## src/rtl/chunked_serial_adder.sv

```systemverilog
// ----------------------------------------------------------------------------
// chunked_serial_adder
//
// Multi-cycle wide adder. A WIDTH-bit sum is produced by sequencing one
// CHUNK-bit ripple_carry_adder over NUM_CHUNKS = WIDTH/CHUNK cycles. The carry
// between chunks is held in a register. Operands are accepted on a
// valid/ready handshake, and the result is handed off on another one.
//
// Parameters:
//   WIDTH  total operand width; must be a multiple of CHUNK
//   CHUNK  width of the internal ripple-carry adder (1 <= CHUNK <= WIDTH)
//
// Ports:
//   clk        clock; all state updates on the rising edge
//   rst        asynchronous, active-high reset
//   in_valid   operand beat valid
//   in_ready   block can accept operands (high only in IDLE)
//   a, b       WIDTH-bit operands
//   cin        carry-in to bit 0
//   sub        subtract request (present only with CHUNKED_ADDER_SUB_EN)
//   out_valid  result valid (high only in DONE)
//   out_ready  downstream accepts the result
//   sum        WIDTH-bit result
//   cout       carry out of bit WIDTH-1 (with subtraction: 1 = no borrow)
//   overflow   signed overflow (carry into MSB XOR carry out of MSB)
//
// Optional feature macro: CHUNKED_ADDER_SUB_EN
//   When defined, the 'sub' port exists. Subtraction stores ~b and forces the
//   initial carry to 1. When undefined, the block is add-only.
//
// Contents: ripple_carry_adder (the per-chunk stage), chunked_serial_adder.
// ----------------------------------------------------------------------------

// ----------------------------------------------------------------------------
// ripple_carry_adder
//
// Plain N-bit ripple-carry adder.
//
// Ports:
//   A, B       N-bit addends
//   cin        carry into bit 0
//   S          N-bit sum
//   cout       carry out of bit N-1
//   prev_cout  carry into bit N-1; needed for signed-overflow detection
// ----------------------------------------------------------------------------
module ripple_carry_adder #(
    parameter int N = 8
) (
    input  logic [N-1:0] A,
    input  logic [N-1:0] B,
    input  logic         cin,
    output logic [N-1:0] S,
    output logic         cout,
    output logic         prev_cout
);

    logic [N:0] carry;

    always_comb begin
        carry    = '0;
        S        = '0;
        carry[0] = cin;
        for (int i = 0; i < N; i++) begin
            S[i]         = A[i] ^ B[i] ^ carry[i];
            carry[i + 1] = (A[i] & B[i]) | (carry[i] & (A[i] ^ B[i]));
        end
    end

    assign cout      = carry[N];
    // With N=1 this is simply cin, which is the carry into the only bit.
    assign prev_cout = carry[N - 1];

endmodule

module chunked_serial_adder #(
    parameter int WIDTH = 32,
    parameter int CHUNK = 8
) (
    input  logic             clk,
    input  logic             rst,
    input  logic             in_valid,
    output logic             in_ready,
    input  logic [WIDTH-1:0] a,
    input  logic [WIDTH-1:0] b,
    input  logic             cin,
`ifdef CHUNKED_ADDER_SUB_EN
    input  logic             sub,
`endif
    output logic             out_valid,
    input  logic             out_ready,
    output logic [WIDTH-1:0] sum,
    output logic             cout,
    output logic             overflow
);

    localparam int NUM_CHUNKS = WIDTH / CHUNK;
    localparam int IDX_W      = (NUM_CHUNKS > 1) ? $clog2(NUM_CHUNKS) : 1;

    typedef enum logic [1:0] {
        IDLE = 2'd0,
        BUSY = 2'd1,
        DONE = 2'd2
    } state_t;

    state_t state_q, state_d;

    logic [WIDTH-1:0] a_q, a_d;
    logic [WIDTH-1:0] b_q, b_d;
    logic             carry_q, carry_d;
    logic [IDX_W-1:0] idx_q, idx_d;
    logic [WIDTH-1:0] sum_q, sum_d;
    logic             cout_q, cout_d;
    logic             ovf_q, ovf_d;

    logic             accept;
    logic             last_chunk;
    logic             sub_eff;

    logic [CHUNK-1:0] chunk_a;
    logic [CHUNK-1:0] chunk_b;
    logic [CHUNK-1:0] rca_s;
    logic             rca_cout;
    logic             rca_prev_cout;

`ifdef CHUNKED_ADDER_SUB_EN
    assign sub_eff = sub;
`else
    assign sub_eff = 1'b0;
`endif

    assign accept     = (state_q == IDLE) && in_valid;
    assign last_chunk = (idx_q == IDX_W'(NUM_CHUNKS - 1));

    // Select the operand chunk that idx points at. A compare-per-chunk mux
    // avoids a variable-width part-select on a multiplied index.
    always_comb begin
        chunk_a = '0;
        chunk_b = '0;
        for (int i = 0; i < NUM_CHUNKS; i++) begin
            if (idx_q == IDX_W'(i)) begin
                chunk_a = a_q[i*CHUNK +: CHUNK];
                chunk_b = b_q[i*CHUNK +: CHUNK];
            end
        end
    end

    ripple_carry_adder #(
        .N (CHUNK)
    ) u_rca (
        .A         (chunk_a),
        .B         (chunk_b),
        .cin       (carry_q),
        .S         (rca_s),
        .cout      (rca_cout),
        .prev_cout (rca_prev_cout)
    );

    // State register
    always_ff @(posedge clk or posedge rst) begin
        if (rst) begin
            state_q <= IDLE;
        end else begin
            state_q <= state_d;
        end
    end

    // Next-state logic. A DONE->IDLE hop always takes one edge, so a result
    // handoff and a new accept can never land on the same edge.
    always_comb begin
        state_d = state_q;
        unique case (state_q)
            IDLE: if (in_valid)   state_d = BUSY;
            BUSY: if (last_chunk) state_d = DONE;
            DONE: if (out_ready)  state_d = IDLE;
            default:              state_d = IDLE;
        endcase
    end

    // Output logic. The result outputs are only exposed in DONE, so chunks of
    // a partly computed sum never reach the port.
    always_comb begin
        in_ready  = (state_q == IDLE);
        out_valid = (state_q == DONE);
        sum       = '0;
        cout      = 1'b0;
        overflow  = 1'b0;
        if (state_q == DONE) begin
            sum      = sum_q;
            cout     = cout_q;
            overflow = ovf_q;
        end
    end

    // Datapath next values. Operands are captured once on accept. Each BUSY
    // cycle then retires one chunk and moves the carry into carry_q.
    always_comb begin
        a_d     = a_q;
        b_d     = b_q;
        carry_d = carry_q;
        idx_d   = idx_q;
        sum_d   = sum_q;
        cout_d  = cout_q;
        ovf_d   = ovf_q;

        if (accept) begin
            a_d     = a;
            b_d     = sub_eff ? ~b : b;
            carry_d = sub_eff | cin;
            idx_d   = '0;
        end else if (state_q == BUSY) begin
            for (int i = 0; i < NUM_CHUNKS; i++) begin
                if (idx_q == IDX_W'(i)) begin
                    sum_d[i*CHUNK +: CHUNK] = rca_s;
                end
            end
            carry_d = rca_cout;
            idx_d   = idx_q + IDX_W'(1);
            if (last_chunk) begin
                cout_d = rca_cout;
                ovf_d  = rca_prev_cout ^ rca_cout;
            end
        end
    end

    // Datapath registers
    always_ff @(posedge clk or posedge rst) begin
        if (rst) begin
            a_q     <= '0;
            b_q     <= '0;
            carry_q <= 1'b0;
            idx_q   <= '0;
            sum_q   <= '0;
            cout_q  <= 1'b0;
            ovf_q   <= 1'b0;
        end else begin
            a_q     <= a_d;
            b_q     <= b_d;
            carry_q <= carry_d;
            idx_q   <= idx_d;
            sum_q   <= sum_d;
            cout_q  <= cout_d;
            ovf_q   <= ovf_d;
        end
    end

endmodule
```

## config.mk

```make
export PLATFORM = sky130hd
export DESIGN_NAME = chunked_serial_adder
export DESIGN_NICKNAME = d
export VERILOG_FILES = /design/src/rtl/chunked_serial_adder.sv
export SDC_FILE = /design/constraint.sdc
export NUM_CORES = 1
export LEC_CHECK = 0
export ABC_AREA = 1
export CORE_UTILIZATION = 40
export CTS_CLUSTER_DIAMETER = 150
export DETAILED_ROUTE_END_ITERATION = 7
export HOLD_SLACK_MARGIN = 0.03
export PLACE_DENSITY = 0.65
export SYNTH_ARGS = -nofsm -noshare
export SYNTH_HDL_FRONTEND = slang
export SYNTH_SLANG_ARGS = --single-unit
```

## constraint.sdc

```tcl
create_clock -name clk -period 10.1 [get_ports clk]
set_input_delay 2.525 -clock clk [delete_from_list [all_inputs] [get_ports clk]]
set_output_delay 2.525 -clock clk [all_outputs]
set_load 0.02 [all_outputs]
```

==> qor.csv <==
stage,metric,value,unit
place,RD Place Congestion,0.850,
setup_path,CP Class,reg -> reg,
finish,fillers,1231,
place,IO buf count,104,
pwr,pwr dens,331,nW/um^2
finish,"most common cell after layout, fill and taps aside",nand2_1,
logic_synthesis,syn_nets,710,
global_route,gr ovfl total,0,
floorplanning,Core Region,12100,um^2
floorplanning,die height,114,um
clocking,clock slew at reported path FFs,70,ps
floorplanning,die area,12900,um^2
global_route,vias in the first global route,4105,
setup_path,worst path buffer plus inverter count,6,
place,Detailed Place HPWL,9.02,mm
sta,Worst-Margin Slew,1090,ps
global_route,initial antenna violation count,0,
sta,Worst Skew,10.8,ps
clocking,clock sink count,103,
clocking,CTS max path bufs,2,
route,drt wl/cell,13.5,um
floorplanning,chip width,114,um
floorplanning,# rows,40,
finish,layout cells sized above 1,0.0418,
clocking,clock latency on the worst-skew pair,340,ps
sta,Slew Limit Fails,0,
setup_path,crit path DAT,5420,ps
clocking,postcts setup bufs,0,
global_route,largest net degree at the start of global routing,82,
finish,Synth-to-Final Area Change,27.2,%
sta,"Min Clock Period, post-route",5220,ps
setup_path,cell family with most CP delay,adder cells,
finish,sequential cell area,2580,um^2
sta,top achievable clock speed,192,MHz
route,Vias,4104,
route,Routed WL,12.0,mm
global_route,gr usage total,0.200,
sta,Worst slew margin,0.272,
hold_path,Worst Hold Class,reg -> reg,
logic_synthesis,yosys synthesis warning count,0,
route,drt initial violations,174,
setup_path,"Req. time, crit path",10300,ps
setup_path,crit path max fanout,19,
logic_synthesis,#FFs+latches synth,103,
clocking,CTS Hold Buffers Added,0,
clocking,Num CTS Buffers,9,
floorplanning,Starting Density,0.412,
place,post-place setup slack,4900,ps
route,post-route ant nets,0,
finish,n_diodes,0,
logic_synthesis,"Cell Area, Synth",4990,um^2
logic_synthesis,register area share after synthesis,0.516,
logic_synthesis,synthesized instance count,629,
route,vias per cell,4.63,
outcome,outcome,finished clean,
sta,Fin Setup TNS,0,ps
global_route,global-route wire length before repair,20.0,mm
sta,crit share post-route,0.517,
setup_path,slowest CP cell,ha_1,
setup_path,critical path endpoint category,flip-flop,
setup_path,CP max stage delay,600,ps
floorplanning,io pins,105,
setup_path,Startpoint Class,flip-flop,
clocking,post-CTS sizing,0,
route,first drt pass iteration count,5,
setup_path,crit-path cells,inv_1 -> ha_1 -> inv_1 -> nand2_1 -> nand3_1 -> nand2_1 -> nand2_1 -> fa_1 -> fa_1 -> fa_1 -> fa_1 -> fa_1 -> inv_1 -> fa_1 -> inv_1 -> fa_1 -> inv_1 -> fa_1 -> inv_1 -> o21ai_1,
pwr,Max VDD drop,0.137,mV
finish,nets@finish,795,
sta,RSZ-0062 raised after global routing,false,
flow_run,max cap viols,0,
clocking,H-tree depth,3,
clocking,root buffer cell,clkbuf_16,
sta,# setup viols final,0,
finish,Multi-input gate area,1960,um^2
finish,most frequent cells in the layout,"nand2_1, clkdlybuf4s50_1, dfrtp_1",
pwr,leakage,3.12,nW
clocking,TritonCTS clock tree,done,
logic_synthesis,Syn Area/Cell,7.94,um^2
sta,fin worst setup slack,4880,ps
setup_path,CP most frequent cell,fa_1,
logic_synthesis,number of distinct library cells after synthesis,24,
sta,Final Hold Viols,0,
route,drt drc,0,
-- area by class of cell --
type / instances / share of cell area
clock inverters: 5 / 0.0100
flip-flops and latches: 103 / 0.406
clock buffers: 10 / 0.0376
repair buffers: 105 / 0.165
multi-input cells: 428 / 0.308
inverters: 67 / 0.0408
well taps: 168 / 0.0331
-- through the flow --
step	hold slack (ps)	cells	util	power, mW	instance area [um^2]
floorplan	441	629	-	1.45	4990
global placement	465	871	0.500	1.74	6050
detailed placement	472	871	0.500	1.77	6050
CTS	490	886	0.525	2.12	6350
global route	507	886	0.525	2.30	6350
finish	482	886	0.525	2.10	6350
-- registers in the layout (all words and copies together), names as in the netlist --
signal	flops
state_q	2
cout_q	1
carry_q	1
b_q	32
a_q	32
idx_q	2
ovf_q	1
sum_q	32
-- layer usage --
| layer | global-route usage | part of all wire | vias up |
|---|---|---|---|
| met5 | 0 | 0 | - |
| met4 | 0.0518 | 0.011 | 0 |
| met3 | 0.0292 | 0.040 | 12 |
| met2 | 0.328 | 0.47 | 111 |
| met1 | 0.278 | 0.48 | 1896 |
| li1 | - | - | 2085 |
-- synthesized netlist by cell type --
master	number	share of area
inv_1	63	0.047
buf_2	13	0.013
nand2_1	266	0.20
o21ai_0	12	0.012
nand3_1	15	0.015
clkbuf_1	3	0.0023
nand2_4	4	0.0090
inv_2	2	0.0015
buf_6	5	0.011
a21oi_1	23	0.023
o21ai_1	41	0.041
xor2_1	1	0.0018
dfrtp_1	103	0.52
nand2_2	1	0.0013
clkbuf_2	1	0.0010
buf_4	9	0.014
a21boi_1	3	0.0045
nor2_1	43	0.032
or2_2	3	0.0038
a21boi_0	3	0.0045
ha_1	4	0.010
fa_1	8	0.032
inv_4	2	0.0025
nor2_2	1	0.0013
-- worst paths after layout --
check / start / to / slack [ps] / cells after the start
max: idx_q[1] / sum_q[31] / 4880 / 20
min: b_q[2] / b_q[2] / 480 / 2
max reg2reg: idx_q[1] / sum_q[31] / 4880 / 20
min reg2reg: b_q[2] / b_q[2] / 480 / 2
max in group asynchronous: rst / idx_q[0] / 6400 / 3
min in group asynchronous: rst / a_q[27] / 2600 / 2
-- tightest hold or removal path, cell delays in order, from the launching register on --
cell     delay [ps]
dfrtp_1         340
nand2_1          60
nand2_1          50
-- where the power goes --
group | leakage, nW | switching (mW) | internal (mW) | total [mW]
logic | 1.69 | 0.666 | 0.358 | 1.02
clock network | 0.146 | 0.152 | 0.200 | 0.352
registers | 1.29 | 0.115 | 0.610 | 0.726
total | 3.12 | 0.933 | 1.17 | 2.10
-- logic make-up after synthesis --
group	share of synthesized area
adder cells (fa/ha/maj)	0.0421
flip-flops	0.516
XOR/XNOR	0.00175
AND/OR/NAND/NOR	0.263
AO/OA/AOI/OAI	0.0852
buffers and inverters	0.0924
No activity file was read; power rests on OpenSTA's default activity.
